<file path="src/rtl/am_pkg.sv">
`default_nettype none
// ============================================================================
// Module   : am_pkg
// Brief    : Shared constants and types for the AM modulator stage.
// Revision : 1.0 - initial release
// ============================================================================
package am_pkg;

  // Default sample width of carrier and baseband inputs
  localparam int DW_DEF = 8;

  // Baseband select encodings
  localparam logic [1:0] SEL_J1  = 2'b00;
  localparam logic [1:0] SEL_J2  = 2'b01;
  localparam logic [1:0] SEL_SUM = 2'b10;
  localparam logic [1:0] SEL_OFF = 2'b11;

  // Modulation index after reset (k/256 = 0.5)
  localparam logic [7:0] K_RESET = 8'd128;

  // Envelope DC offset added to the scaled baseband
  localparam int ENV_OFFSET = 128;

  // Config-apply controller states
  typedef enum logic [0:0] {
    ST_IDLE    = 1'b0,
    ST_PENDING = 1'b1
  } cfg_state_e;

endpackage
`default_nettype wire

</file>
<file path="src/rtl/am_cfg_ctrl.sv">
`default_nettype none
// ============================================================================
// Module   : am_cfg_ctrl
// Brief    : Holds a requested (sel, k) in shadow registers and applies it at
//            the next carrier upward zero-crossing, or after a timeout.
// Revision : 1.0 - initial release
// ============================================================================
module am_cfg_ctrl
  import am_pkg::*;
#(
  parameter int TO_W = 16
) (
  input  logic       clk_in,
  input  logic       rst,
  input  logic       i_in_valid,
  input  logic       i_carrier_neg,
  input  logic       i_cfg_valid,
  input  logic [1:0] i_cfg_sel,
  input  logic [7:0] i_cfg_k,
  output logic       o_cfg_ready,
  output logic [1:0] o_sel_act,
  output logic [7:0] o_k_act
);

  // Timer value one below all-ones: the increment from here reaches the limit
  localparam logic [TO_W-1:0] C_TO_LAST = {{(TO_W-1){1'b1}}, 1'b0};

  cfg_state_e      r_state;
  logic [TO_W-1:0] r_timer;
  logic [1:0]      r_sel_sh;
  logic [7:0]      r_k_sh;
  logic [1:0]      r_sel_act;
  logic [7:0]      r_k_act;
  logic            r_cfg_ready;
  logic            r_prev_neg;

  logic w_cross;
  logic w_timeout;

  // Upward crossing: this valid sample non-negative, previous valid one negative
  assign w_cross   = i_in_valid & ~i_carrier_neg & r_prev_neg;
  assign w_timeout = (r_timer == C_TO_LAST);

  // Config FSM with shadow/active registers, crossing history and timeout timer
  always_ff @(posedge clk_in or negedge rst) begin
    if (!rst) begin
      r_state     <= ST_IDLE;
      r_timer     <= '0;
      r_sel_sh    <= SEL_J1;
      r_k_sh      <= K_RESET;
      r_sel_act   <= SEL_J1;
      r_k_act     <= K_RESET;
      r_cfg_ready <= 1'b1;
      r_prev_neg  <= 1'b0;
    end else begin
      if (i_in_valid) begin
        r_prev_neg <= i_carrier_neg;
      end
      case (r_state)
        ST_IDLE: begin
          if (i_cfg_valid) begin
            r_sel_sh    <= i_cfg_sel;
            r_k_sh      <= i_cfg_k;
            r_timer     <= '0;
            r_cfg_ready <= 1'b0;
            r_state     <= ST_PENDING;
          end
        end
        ST_PENDING: begin
          // A crossing and a timeout in the same cycle collapse into one apply
          if (w_cross || w_timeout) begin
            r_sel_act   <= r_sel_sh;
            r_k_act     <= r_k_sh;
            r_timer     <= '0;
            r_cfg_ready <= 1'b1;
            r_state     <= ST_IDLE;
          end else begin
            r_timer <= r_timer + 1'b1;
          end
        end
        default: begin
          r_state     <= ST_IDLE;
          r_cfg_ready <= 1'b1;
        end
      endcase
    end
  end

  assign o_cfg_ready = r_cfg_ready;
  assign o_sel_act   = r_sel_act;
  assign o_k_act     = r_k_act;

endmodule
`default_nettype wire

</file>
<file path="src/rtl/am_modulator.sv">
`default_nettype none
// ============================================================================
// Module   : am_modulator
// Brief    : 4-stage AM modulator, am_out = (128 + k*x/256) * carrier, with
//            glitch-free config changes applied at carrier zero-crossings.
// Revision : 1.0 - initial release
// ============================================================================
module am_modulator
  import am_pkg::*;
#(
  parameter int DW   = DW_DEF,
  parameter int TO_W = 16
) (
  input  logic                 clk_in,
  input  logic                 rst,
  input  logic signed [DW-1:0] carrier,
  input  logic signed [DW-1:0] jidai1,
  input  logic signed [DW-1:0] jidai2,
  input  logic                 in_valid,
  input  logic                 cfg_valid,
  output logic                 cfg_ready,
  input  logic [1:0]           cfg_sel,
  input  logic [7:0]           cfg_k,
  output logic signed [2*DW-1:0] am_out,
  output logic                 out_valid
);

  logic [1:0] w_sel_act;
  logic [7:0] w_k_act;

  am_cfg_ctrl #(
    .TO_W (TO_W)
  ) u_cfg (
    .clk_in        (clk_in),
    .rst           (rst),
    .i_in_valid    (in_valid),
    .i_carrier_neg (carrier[DW-1]),
    .i_cfg_valid   (cfg_valid),
    .i_cfg_sel     (cfg_sel),
    .i_cfg_k       (cfg_k),
    .o_cfg_ready   (cfg_ready),
    .o_sel_act     (w_sel_act),
    .o_k_act       (w_k_act)
  );

  // Pipeline registers
  logic                 r_v0, r_v1, r_v2;
  logic signed [DW-1:0] r_x0, r_c0, r_c1, r_c2;
  logic [7:0]           r_k0;
  logic signed [DW:0]   r_m1;
  logic [DW-1:0]        r_e2;

  logic signed [DW:0]      w_sum;
  logic signed [DW-1:0]    w_x;
  logic signed [DW+8:0]    w_prod;
  logic signed [DW:0]      w_env;
  logic signed [2*DW:0]    w_am;
  logic                    w_unused;

  // Sum mode halves a full-width add, so the result always fits DW bits
  assign w_sum = {jidai1[DW-1], jidai1} + {jidai2[DW-1], jidai2};

  // Baseband select for the incoming sample using the active config
  always_comb begin
    w_x = '0;
    case (w_sel_act)
      SEL_J1:  w_x = jidai1;
      SEL_J2:  w_x = jidai2;
      SEL_SUM: w_x = w_sum[DW:1];
      default: w_x = '0;
    endcase
  end

  // k is unsigned, so a zero MSB makes it a non-negative signed operand
  assign w_prod = $signed({1'b0, r_k0}) * r_x0;
  assign w_env  = r_m1 + $signed((DW+1)'(ENV_OFFSET));
  assign w_am   = $signed({1'b0, r_e2}) * r_c2;

  // Discarded bits: product fraction, envelope/result sign-extension, sum LSB
  assign w_unused = ^{w_prod[7:0], w_env[DW], w_am[2*DW], w_sum[0]};

  // Valid shift chain; runs every cycle so gaps propagate as out_valid=0
  always_ff @(posedge clk_in or negedge rst) begin
    if (!rst) begin
      r_v0      <= 1'b0;
      r_v1      <= 1'b0;
      r_v2      <= 1'b0;
      out_valid <= 1'b0;
    end else begin
      r_v0      <= in_valid;
      r_v1      <= r_v0;
      r_v2      <= r_v1;
      out_valid <= r_v2;
    end
  end

  // S0: capture selected baseband with the carrier and k it must be paired with
  always_ff @(posedge clk_in or negedge rst) begin
    if (!rst) begin
      r_x0 <= '0;
      r_c0 <= '0;
      r_k0 <= K_RESET;
    end else if (in_valid) begin
      r_x0 <= w_x;
      r_c0 <= carrier;
      r_k0 <= w_k_act;
    end
  end

  // S1: m = floor(k*x / 256)
  always_ff @(posedge clk_in or negedge rst) begin
    if (!rst) begin
      r_m1 <= '0;
      r_c1 <= '0;
    end else if (r_v0) begin
      r_m1 <= w_prod[DW+8:8];
      r_c1 <= r_c0;
    end
  end

  // S2: envelope e = 128 + m, always non-negative
  always_ff @(posedge clk_in or negedge rst) begin
    if (!rst) begin
      r_e2 <= '0;
      r_c2 <= '0;
    end else if (r_v1) begin
      r_e2 <= w_env[DW-1:0];
      r_c2 <= r_c1;
    end
  end

  // S3: modulated output e * carrier
  always_ff @(posedge clk_in or negedge rst) begin
    if (!rst) begin
      am_out <= '0;
    end else if (r_v2) begin
      am_out <= w_am[2*DW-1:0];
    end
  end

endmodule
`default_nettype wire

</file>
<file path="config.mk">
export PLATFORM = sky130hd
export DESIGN_NAME = am_modulator
export DESIGN_NICKNAME = d
export VERILOG_FILES = /design/src/rtl/am_pkg.sv /design/src/rtl/am_cfg_ctrl.sv /design/src/rtl/am_modulator.sv
export SDC_FILE = /design/constraint.sdc
export NUM_CORES = 1
export LEC_CHECK = 0
export CAP_MARGIN = 20
export CELL_PAD_IN_SITES_DETAIL_PLACEMENT = 2
export CELL_PAD_IN_SITES_GLOBAL_PLACEMENT = 2
export CORE_ASPECT_RATIO = 0.5
export CORE_MARGIN = 2
export CORE_UTILIZATION = 25
export CTS_CLUSTER_DIAMETER = 120
export CTS_CLUSTER_SIZE = 20
export DETAILED_ROUTE_END_ITERATION = 10
export HOLD_SLACK_MARGIN = 0.06
export PLACE_DENSITY = 0.54
export SKIP_CTS_REPAIR_TIMING = 1
export SKIP_LAST_GASP = 1
export SLEW_MARGIN = 20
export SYNTH_ARGS = -nofsm -noshare
export SYNTH_HDL_FRONTEND = slang
export SYNTH_SLANG_ARGS = --single-unit
</file>
<file path="constraint.sdc">
create_clock -name clk_in -period 5.6 [get_ports clk_in]
set_clock_uncertainty 0.1 [all_clocks]
set_input_delay 1.12 -clock clk_in [delete_from_list [all_inputs] [get_ports clk_in]]
set_output_delay 1.12 -clock clk_in [all_outputs]
set_load 0.1 [all_outputs]
</file>
==> metrics.csv <==
metric,value,unit
status,"complete, no violations",
endpoint,r_m1[4],
max_slew_margin,34.9,%
drt-total-wl,23300,um
rows,49,
maxCapViolCount,0,
crit_required,5.81,ns
fin_util,30.3,%
synth_edf_count,0,
reg2reg_from,r_x0[7],
yosys_warnings,0,
cts_num_sinks,114,
startpoint,r_x0[7],
placed_area,10300,um^2
first_pass_iters,4,
fmax,218,MHz
cts_max_path_buffers,2,
hold_viol,0,
die_x,276,um
vias_per_cell,4.55,
start_util,25.5,%
cp-end-kind,register,
seq_area,2860,um^2
syn_area_per_cell,10.4,um^2
synthArstFlopShare,100,%
postRouteAntennaNets,0,
mostFrequentLayoutCells,"110 x dfrtp_1, 106 x inv_1, 87 x ha_1",
cts_max_level,4,
tightestPinTransition,0.973,ns
r2r_end,r_m1[4],
num_antenna_cells,0,
cts_tree,done,
post-route-cell-area,10900,um^2
grt_pass1_wl,39700,um
rsz0062_at_grt,no,
synth_nets,1084,
wire_per_inst,16.2,um
hold_class,register to register,
synth-xor-area-share,1.71,%
synthAdderAreaFrac,27.6,%
ys_seq_area_share,31.0,%
fin_nets,1141,
r2r_setup_slack,1.02,ns
synth_top_area_share,29.8,%
track_usage,13.1,%
period_share,81.8,%
die_y,140,um
setup_viol,0,
hpwlAfterDp,18200,um
io_buffers,55,
grt_pass1_vias,7566,
fillers,3918,
antenna_found_initial,0,
cts.clk_slew.worst_paths,0.07,ns
synth-compound-area-share,9.33,%
synthTopCellsByArea,"dfrtp_1 30%, fa_1 16%, ha_1 12%",
grt_max_degree,55,
start_kind,register,
area_growth,18.6,%
multi_input_area,5870,um^2
reg2reg_depth,14,
crit_type,register to register,
synthFlopType,dfrtp_1,
synth_top_family_by_area,adder cells,
yosysUniqueCellTypes,59,
place_congestion,0.758,
period_minus_slack,4.58,ns
syn_area,9220,um^2
core_area,36100,um^2
cts_root_buf,clkbuf_16,
vias,6549,
clock_latency,0.43,ns
synth-simple-area-share,14.9,%
drv_slew,0,
ys_ff_latch,114,
final_common_cell,dfrtp_1,
hold-path-cell-count,1,
tns,0,ns
synth_mux_area_share,10.0,%
yosys.area.top_type,dfrtp_1,
drive_above_1_share,13.1,%
dr.first_iter.drc_count,253,
cp.arrival,4.79,ns
overflow,0,
numCtsBuffers,17,
dieArea,38500,um^2
io_pins,56,
syn_inst,886,
drc_errors,0,
worstPathMaxFanout,7,
==> metal layers <==
layer / track usage (%) / wire length (um) / vias to the layer above
met1: 16.9 / 11200 / 3377
met3: 2.81 / 497 / 17
li1: - / - / 3115
met4: 2.96 / 254 / 0
met5: 0 / 0 / -
met2: 22.2 / 11300 / 40
==> synth_stat cells, types with 13 or more instances <==
library cell	n
ha_1	87
clkbuf_1	16
nand2b_1	14
a21o_1	13
a31oi_1	19
and2_1	78
fa_1	73
inv_1	106
o21ai_0	29
a21oi_1	25
dfrtp_1	110
nor2_1	41
xnor2_1	14
nand3_1	15
mux2_2	62
nand2_1	63
==> area by class of cell <==
type	instances	share of cell area, %
clock buffers	21	4.30
multi-input cells	644	53.7
clock inverters	11	1.38
well taps	484	5.54
inverters	106	3.64
flip-flops and latches	114	26.1
repair buffers	60	5.35
==> state kept, by name, indices dropped and copies added (netlist names) <==
register and cells:
r_v0 1, r_m1 8, u_cfg.r_timer 16, u_cfg.o_sel_act 2, u_cfg.r_k_sh 8, r_v2 1, r_c1 8, r_x0 8
r_k0 8, r_e2 8, r_c0 8, out_valid 1, r_v1 1, am_out 16, u_cfg.o_cfg_ready 1, u_cfg.o_k_act 8
r_c2 8, u_cfg.r_sel_sh 2, u_cfg.r_state 1
==> critical path, stage by stage, from the launching register on <==
cell and delay, ns:
dfrtp_1 0.46, inv_1 0.21, nor2_1 0.10, fa_1 0.53, fa_1 0.52, fa_1 0.54
inv_1 0.06, fa_1 0.52, inv_1 0.04, ha_1 0.36, a21o_1 0.20, a21o_1 0.20
a221oi_2 0.29, xnor2_1 0.08, mux2_2 0.25
==> how the worst min path moves through the flow <==
| stage | startpoint | endpoint |
|---|---|---|
| floorplan | r_v0 | r_v1 |
| global placement | r_m1[7] | r_e2[7] |
| detailed placement | r_m1[7] | r_e2[7] |
| CTS | r_m1[7] | r_e2[7] |
| global route | r_m1[7] | r_e2[7] |
| finish | r_m1[7] | r_e2[7] |
==> cell families after synthesis <==
group / after synthesis
flops: 114
fa+ha+maj: 160
buf+inv: 128
compound gates: 130
mux: 80
xor+xnor: 18
simple gates: 256
==> stage by stage <==
stage	setup slack (ns)	hold slack, ns	std cells
finish	1.02	0.346	1440
global route	0.710	0.374	1440
CTS	0.976	0.347	1440
detailed placement	0.969	0.350	1408
global placement	1.10	0.355	1408
floorplan	1.26	0.252	886
Power is not shown: default switching activity piles up to over one toggle a cycle in this logic, so the estimate is an artifact.
